<file path="src/rtl/cmd_sequencer.sv">
// Command sequencer: fetches two-word commands from a command buffer and replays
// them as single master bus transactions until an END command or pointer wrap.
module cmd_sequencer #(
  parameter int CMD_WIDTH        = 64,
  parameter int DATA_WIDTH       = 32,
  parameter int TRANS_ADDR_WIDTH = 8,
  parameter int ADDR_WIDTH       = 32
) (
  input  logic                        clk,
  input  logic                        rst_n,
  input  logic                        start,
  input  logic [TRANS_ADDR_WIDTH-1:0] start_addr,
  output logic                        cmd_rd_en,
  output logic [TRANS_ADDR_WIDTH-1:0] cmd_addr,
  input  logic                        cmd_rd_valid,
  input  logic [CMD_WIDTH-1:0]        cmd_out,
  output logic                        mst_o_valid,
  output logic [ADDR_WIDTH-1:0]       mst_o_addr,
  output logic [DATA_WIDTH-1:0]       mst_o_wr_data,
  output logic                        mst_o_rd0_wr1,
  input  logic                        mst_i_ready,
  input  logic [DATA_WIDTH-1:0]       mst_i_rd_data,
  input  logic                        mst_i_rd_valid,
  output logic                        busy,
  output logic                        done,
  output logic                        overflow,
  output logic [7:0]                  cmd_count,
  output logic [DATA_WIDTH-1:0]       last_rd_data,
  output logic [2:0]                  dbg_state
);

  localparam logic [2:0] IDLE     = 3'd0;
  localparam logic [2:0] FETCH    = 3'd1;
  localparam logic [2:0] WAIT_CMD = 3'd2;
  localparam logic [2:0] ISSUE    = 3'd3;
  localparam logic [2:0] WAIT_RD  = 3'd4;
  localparam logic [2:0] DONE     = 3'd5;

  localparam logic [1:0] OP_NOP   = 2'b00;
  localparam logic [1:0] OP_WRITE = 2'b01;
  localparam logic [1:0] OP_READ  = 2'b10;
  localparam logic [1:0] OP_END   = 2'b11;

  logic [2:0]                  state;
  logic [TRANS_ADDR_WIDTH-1:0] ptr;
  logic [TRANS_ADDR_WIDTH-1:0] start_ptr;
  logic [TRANS_ADDR_WIDTH-1:0] next_ptr;
  logic [CMD_WIDTH-1:0]        cmd_reg;
  logic [1:0]                  op_in;
  logic [1:0]                  op_reg;
  logic [7:0]                  cmd_count_inc;
  logic                        issuing;
  logic                        advance;

  assign op_in         = cmd_out[63:62];
  assign op_reg        = cmd_reg[63:62];
  assign next_ptr      = ptr + TRANS_ADDR_WIDTH'(2);
  assign cmd_count_inc = (cmd_count == 8'hFF) ? cmd_count : cmd_count + 8'd1;
  assign issuing       = (state == ISSUE);

  // A command retires (pointer moves on) after a NOP decode, a WRITE handshake,
  // or the read data of a READ.
  assign advance = ((state == WAIT_CMD) && cmd_rd_valid && (op_in == OP_NOP)) ||
                   (issuing && mst_i_ready && (op_reg == OP_WRITE)) ||
                   ((state == WAIT_RD) && mst_i_rd_valid);

  always_ff @(posedge clk or negedge rst_n) begin
    if (!rst_n) begin
      state        <= IDLE;
      ptr          <= '0;
      start_ptr    <= '0;
      cmd_reg      <= '0;
      cmd_count    <= 8'd0;
      overflow     <= 1'b0;
      last_rd_data <= '0;
    end else if (advance) begin
      if (state == WAIT_RD) last_rd_data <= mst_i_rd_data;
      cmd_count <= cmd_count_inc;
      ptr       <= next_ptr;
      // Coming back round to the first command means the buffer holds no END.
      if (next_ptr == start_ptr) begin
        overflow <= 1'b1;
        state    <= DONE;
      end else begin
        state    <= FETCH;
      end
    end else begin
      case (state)
        IDLE: if (start) begin
          ptr       <= start_addr;
          start_ptr <= start_addr;
          cmd_count <= 8'd0;
          overflow  <= 1'b0;
          state     <= FETCH;
        end
        FETCH: state <= WAIT_CMD;
        WAIT_CMD: if (cmd_rd_valid) begin
          cmd_reg <= cmd_out;
          if (op_in == OP_END) begin
            cmd_count <= cmd_count_inc;
            state     <= DONE;
          end else begin
            state <= ISSUE;
          end
        end
        ISSUE: if (mst_i_ready) state <= WAIT_RD;
        WAIT_RD: ;
        DONE: state <= IDLE;
        default: state <= IDLE;
      endcase
    end
  end

  // Master handshake: the request (valid, addr, wr_data, rd0_wr1) is held stable
  // while valid=1 and ready=0; it is accepted on the rising edge where both are 1.
  assign mst_o_valid   = issuing;
  assign mst_o_addr    = issuing ? ADDR_WIDTH'({cmd_reg[61:32], 2'b00}) : '0;
  assign mst_o_wr_data = issuing ? DATA_WIDTH'(cmd_reg[31:0]) : '0;
  assign mst_o_rd0_wr1 = issuing && (op_reg == OP_WRITE);

  assign cmd_rd_en = (state == FETCH);
  assign cmd_addr  = ptr;
  assign busy      = (state != IDLE);
  assign done      = (state == DONE);
  assign dbg_state = state;

endmodule

</file>
<file path="config.mk">
export PLATFORM = sky130hd
export DESIGN_NAME = cmd_sequencer
export DESIGN_NICKNAME = d
export VERILOG_FILES = /design/src/rtl/cmd_sequencer.sv
export SDC_FILE = /design/constraint.sdc
export NUM_CORES = 1
export LEC_CHECK = 0
export CORE_UTILIZATION = 48
export DETAILED_ROUTE_END_ITERATION = 10
export GPL_TIMING_DRIVEN = 0
export PLACE_DENSITY = 0.91
export SYNTH_ARGS = -nofsm -noshare
export SYNTH_HDL_FRONTEND = slang
export SYNTH_SLANG_ARGS = --single-unit
</file>
<file path="constraint.sdc">
create_clock -name clk -period 5 [get_ports clk]
set_clock_uncertainty 0.2 [all_clocks]
set_input_delay 1.25 -clock clk [delete_from_list [all_inputs] [get_ports clk]]
set_output_delay 1.25 -clock clk [all_outputs]
set_load 0.02 [all_outputs]
</file>
==> results.rst <==
.. list-table::
   :header-rows: 1

   * - Metric
     - Value
   * - Worst Path Arrival
     - 2880 ps
   * - Number of warnings issued by yosys
     - 0
   * - Synth Flop Type
     - sky130_fd_sc_hd__dfrtp_1
   * - R2R Setup Slk
     - 2520 ps
   * - Largest register FFs
     - 64
   * - Placed instance count
     - 861
   * - Register bit total from synthesis
     - 124
   * - Number of sinks handled by clock tree synthesis
     - 124
   * - Most frequent cells in the layout
     - sky130_fd_sc_hd__clkdlybuf4s50_1, sky130_fd_sc_hd__dfrtp_1, sky130_fd_sc_hd__and2_1
   * - Fraction of registers with async set/reset
     - 100%
   * - Mapped Cells
     - 463
   * - Post-route clock period utilization
     - 86.6%
   * - Launch point of the critical path
     - dbg_state[2]
   * - Series of cell instances along the critical path
     - buf_4 -> and3b_1 -> clkbuf_1 -> clkbuf_1 -> and2_1 -> clkdlybuf4s50_1
   * - Post-CTS clock slew at the launch and capture registers of the worst setup and hold paths
     - 60 ps
   * - Number of DRC markers after the initial detailed-route iteration
     - 195
   * - Post-synthesis instance area
     - 0.00597 mm2
   * - Maximum ir drop on the vdd rail
     - 0.261 mV
   * - Cell type of the slowest stage on the worst timing path
     - sky130_fd_sc_hd__clkdlybuf4s50_1
   * - Power per cell area
     - 601 mW/mm2
   * - Max-cap violations
     - 0
   * - Total area of multi-input combinational cells
     - 0.00267 mm2
   * - Post-synth EDFFs
     - 0
   * - Delay of the slowest critical-path stage
     - 660 ps
   * - Cell at the root of the clock tree
     - sky130_fd_sc_hd__clkbuf_16
   * - Effective utilization at floorplan
     - 49.5%
   * - Buffers on Ports
     - 228
   * - Clock tree from TritonCTS
     - yes
   * - Area of the die
     - 0.0129 mm2
   * - Per-cell routed wire length
     - 17.8 um
   * - Fraction of synthesized cell area taken by the top area cell type
     - 52.0%
   * - Final WS setup
     - 672 ps
   * - Setup repair after global routing missed its margin
     - no
   * - GR Overflow Total
     - 0
   * - Cell taking the most area after synthesis
     - sky130_fd_sc_hd__dfrtp_1
   * - Final weighted congestion in routability-driven placement
     - 0.812
   * - Peak clock frequency supported by timing
     - 231 MHz
   * - Post-CTS Resized
     - 0
   * - Routed met3 length
     - 1240 um
   * - Average via count per standard cell
     - 5.18
   * - Width of the die
     - 114 um
   * - First-pass DRT Iterations
     - 4
   * - Initial antenna violation count
     - 0
   * - Max-slew violation count
     - 0
   * - Layout Nets
     - 824
   * - Count of non-filler cells in the finished layout
     - 893
   * - Share of the yosys chip area belonging to registers
     - 52.0%
   * - Buffer count from post-CTS setup fixing
     - 0
   * - Critical path endpoint
     - mst_o_wr_data[16]
   * - Antenna Diode Count
     - 0
   * - Reported leakage power
     - 4.06 nW
   * - Synth-to-Final Area Change
     - 52.1%
   * - Share of cells above drive strength 1
     - 21.4%
   * - Minimum setup slack after placement
     - 1120 ps
   * - CTS Buffer Depth
     - 2
   * - Syn avg cell area
     - 12.9 um2
   * - Length of routed met2 wiring
     - 7870 um
   * - Final hold viol count
     - 0
   * - Design area
     - 0.00908 mm2
   * - Area taken by flip-flops and latches
     - 0.00310 mm2
   * - Cell area after placement
     - 0.00850 mm2
   * - Worst flop-to-flop path startpoint
     - dbg_state[1]
   * - Result of the run
     - finished clean
   * - DR vias
     - 4622
   * - Distinct cell type count of the synthesized netlist
     - 49
   * - Routed length on met1
     - 6310 um
   * - Total of hold buffers inserted after clock tree synthesis
     - 0
   * - Latest clock arrival within the worst-skew pair
     - 410 ps
   * - Vias in the first global route
     - 4779
   * - Number of placement rows
     - 40
   * - Number of fillers in the final layout
     - 764
   * - Hold WC Path Type
     - reg2reg
   * - Wire length of the first global-routing pass
     - 24500 um
   * - Number of buffers inserted during clock tree synthesis
     - 17
   * - Most common cell after layout, fill and taps aside
     - sky130_fd_sc_hd__clkdlybuf4s50_1
   * - Final count of negative-setup-slack endpoints
     - 0
   * - CP Capture Type
     - output pin
   * - Placeable core area
     - 0.0121 mm2
   * - Worst Setup Path Type
     - reg2out
   * - All-layer global routing usage
     - 24.7%
   * - Endpoint of the most critical register-to-register path
     - start_ptr[3]
   * - Final period demand of the worst path
     - 4330 ps
   * - Uppermost metal layer occupied by signal nets
     - met4
   * - Remaining routing DRC violations
     - 0
   * - Boundary pin count
     - 231
   * - H-tree levels
     - 4
   * - Worst-path fanout max
     - 10
   * - Worst slew margin relative to its limit
     - 63.6%
   * - Launching element type of the critical path
     - flip-flop
   * - Pin count of the biggest net entering global routing
     - 73
   * - Worst endpoint required time
     - 3550 ps
   * - Final antenna-violating net count
     - 0
   * - Most prevalent standard cell on the critical path
     - sky130_fd_sc_hd__clkbuf_1
   * - Transition time of the tightest slew-check pin
     - 545 ps
   * - Cell types with the largest area share after synthesis
     - sky130_fd_sc_hd__dfrtp_1, sky130_fd_sc_hd__mux2_4, sky130_fd_sc_hd__mux2_2
   * - HPWL after DPL
     - 11500 um
   * - Routed wire length
     - 15900 um
   * - DIE HEIGHT
     - 114 um
   * - Cell depth of the worst flop-to-flop path
     - 7
final cells by class:
class | instances | area share [%]
flip-flops and latches | 124 | 34.2
multi-input cells | 306 | 29.4
repair buffers | 229 | 25.5
clock buffers | 18 | 4.84
well taps | 168 | 2.32
plain buffers | 28 | 1.93
clock inverters | 14 | 1.60
inverters | 6 | 0.248
cell usage after synthesis, types with 4 or more instances:
cell type / n
sky130_fd_sc_hd__o211a_1: 4
sky130_fd_sc_hd__clkbuf_1: 12
sky130_fd_sc_hd__buf_2: 5
sky130_fd_sc_hd__dfrtp_1: 124
sky130_fd_sc_hd__nor2_1: 6
sky130_fd_sc_hd__and2_1: 64
sky130_fd_sc_hd__xnor2_1: 10
sky130_fd_sc_hd__nand3_1: 12
sky130_fd_sc_hd__buf_6: 6
sky130_fd_sc_hd__o21ai_0: 12
sky130_fd_sc_hd__and3_1: 5
sky130_fd_sc_hd__a21oi_1: 9
sky130_fd_sc_hd__nand2_1: 34
sky130_fd_sc_hd__buf_4: 5
sky130_fd_sc_hd__mux2_2: 37
sky130_fd_sc_hd__inv_1: 6
sky130_fd_sc_hd__or3_1: 4
sky130_fd_sc_hd__mux2_4: 60
sky130_fd_sc_hd__o31ai_1: 5
how the worst min path moves through the flow:
stage                     slack (ps)                to             start  cells after the start
after floorplan                  270      start_ptr[1]      start_ptr[1]                      2
after global placement           280      start_ptr[1]      start_ptr[1]                      2
after detailed placement         290      start_ptr[5]      start_ptr[5]                      2
after CTS                        300       cmd_reg[42]       cmd_reg[42]                      1
after global routing             310  last_rd_data[15]  last_rd_data[15]                      1
final                            300      start_ptr[2]      start_ptr[2]                      2
metrics by stage:
stage               utilization [%]  setup TNS (ps)  hold WS, ps  total power (W)
floorplan                         -               0          265          0.00327
global placement               70.2         -258170          281          0.00413
detailed placement             70.4               0          289          0.00423
CTS                            75.3               0          302          0.00549
global route                   75.3               0          313          0.00573
finish                         75.3               0          301          0.00546
worst max-delay path, delay by kind of cell (launching register included):
family / cells / cell delay (ps)
buf+inv: 4 / 1590
simple gates: 2 / 470
flops: 1 / 410
where the power goes:
group          total (W)  internal [W]  switching [W]
Sequential       0.00179       0.00149       0.000305
Clock            0.00122      0.000747       0.000470
Combinational    0.00245       0.00135        0.00110
Total            0.00546       0.00359        0.00187
routing by layer:
layer | GRT usage (%) | vias to the layer above
met5 | 0 | -
li1 | - | 2114
met4 | 11.1 | 0
met2 | 42.5 | 236
met3 | 6.80 | 33
met1 | 28.8 | 2239
kinds of logic after synthesis:
kind of cell	synth area share [%]
xor+xnor	1.91
other cells	0.0628
simple gates	13.9
flops	52.0
mux	22.2
fa+ha+maj	0.419
buf+inv	3.31
compound gates	6.16
No activity file was read; power rests on OpenSTA's default activity.
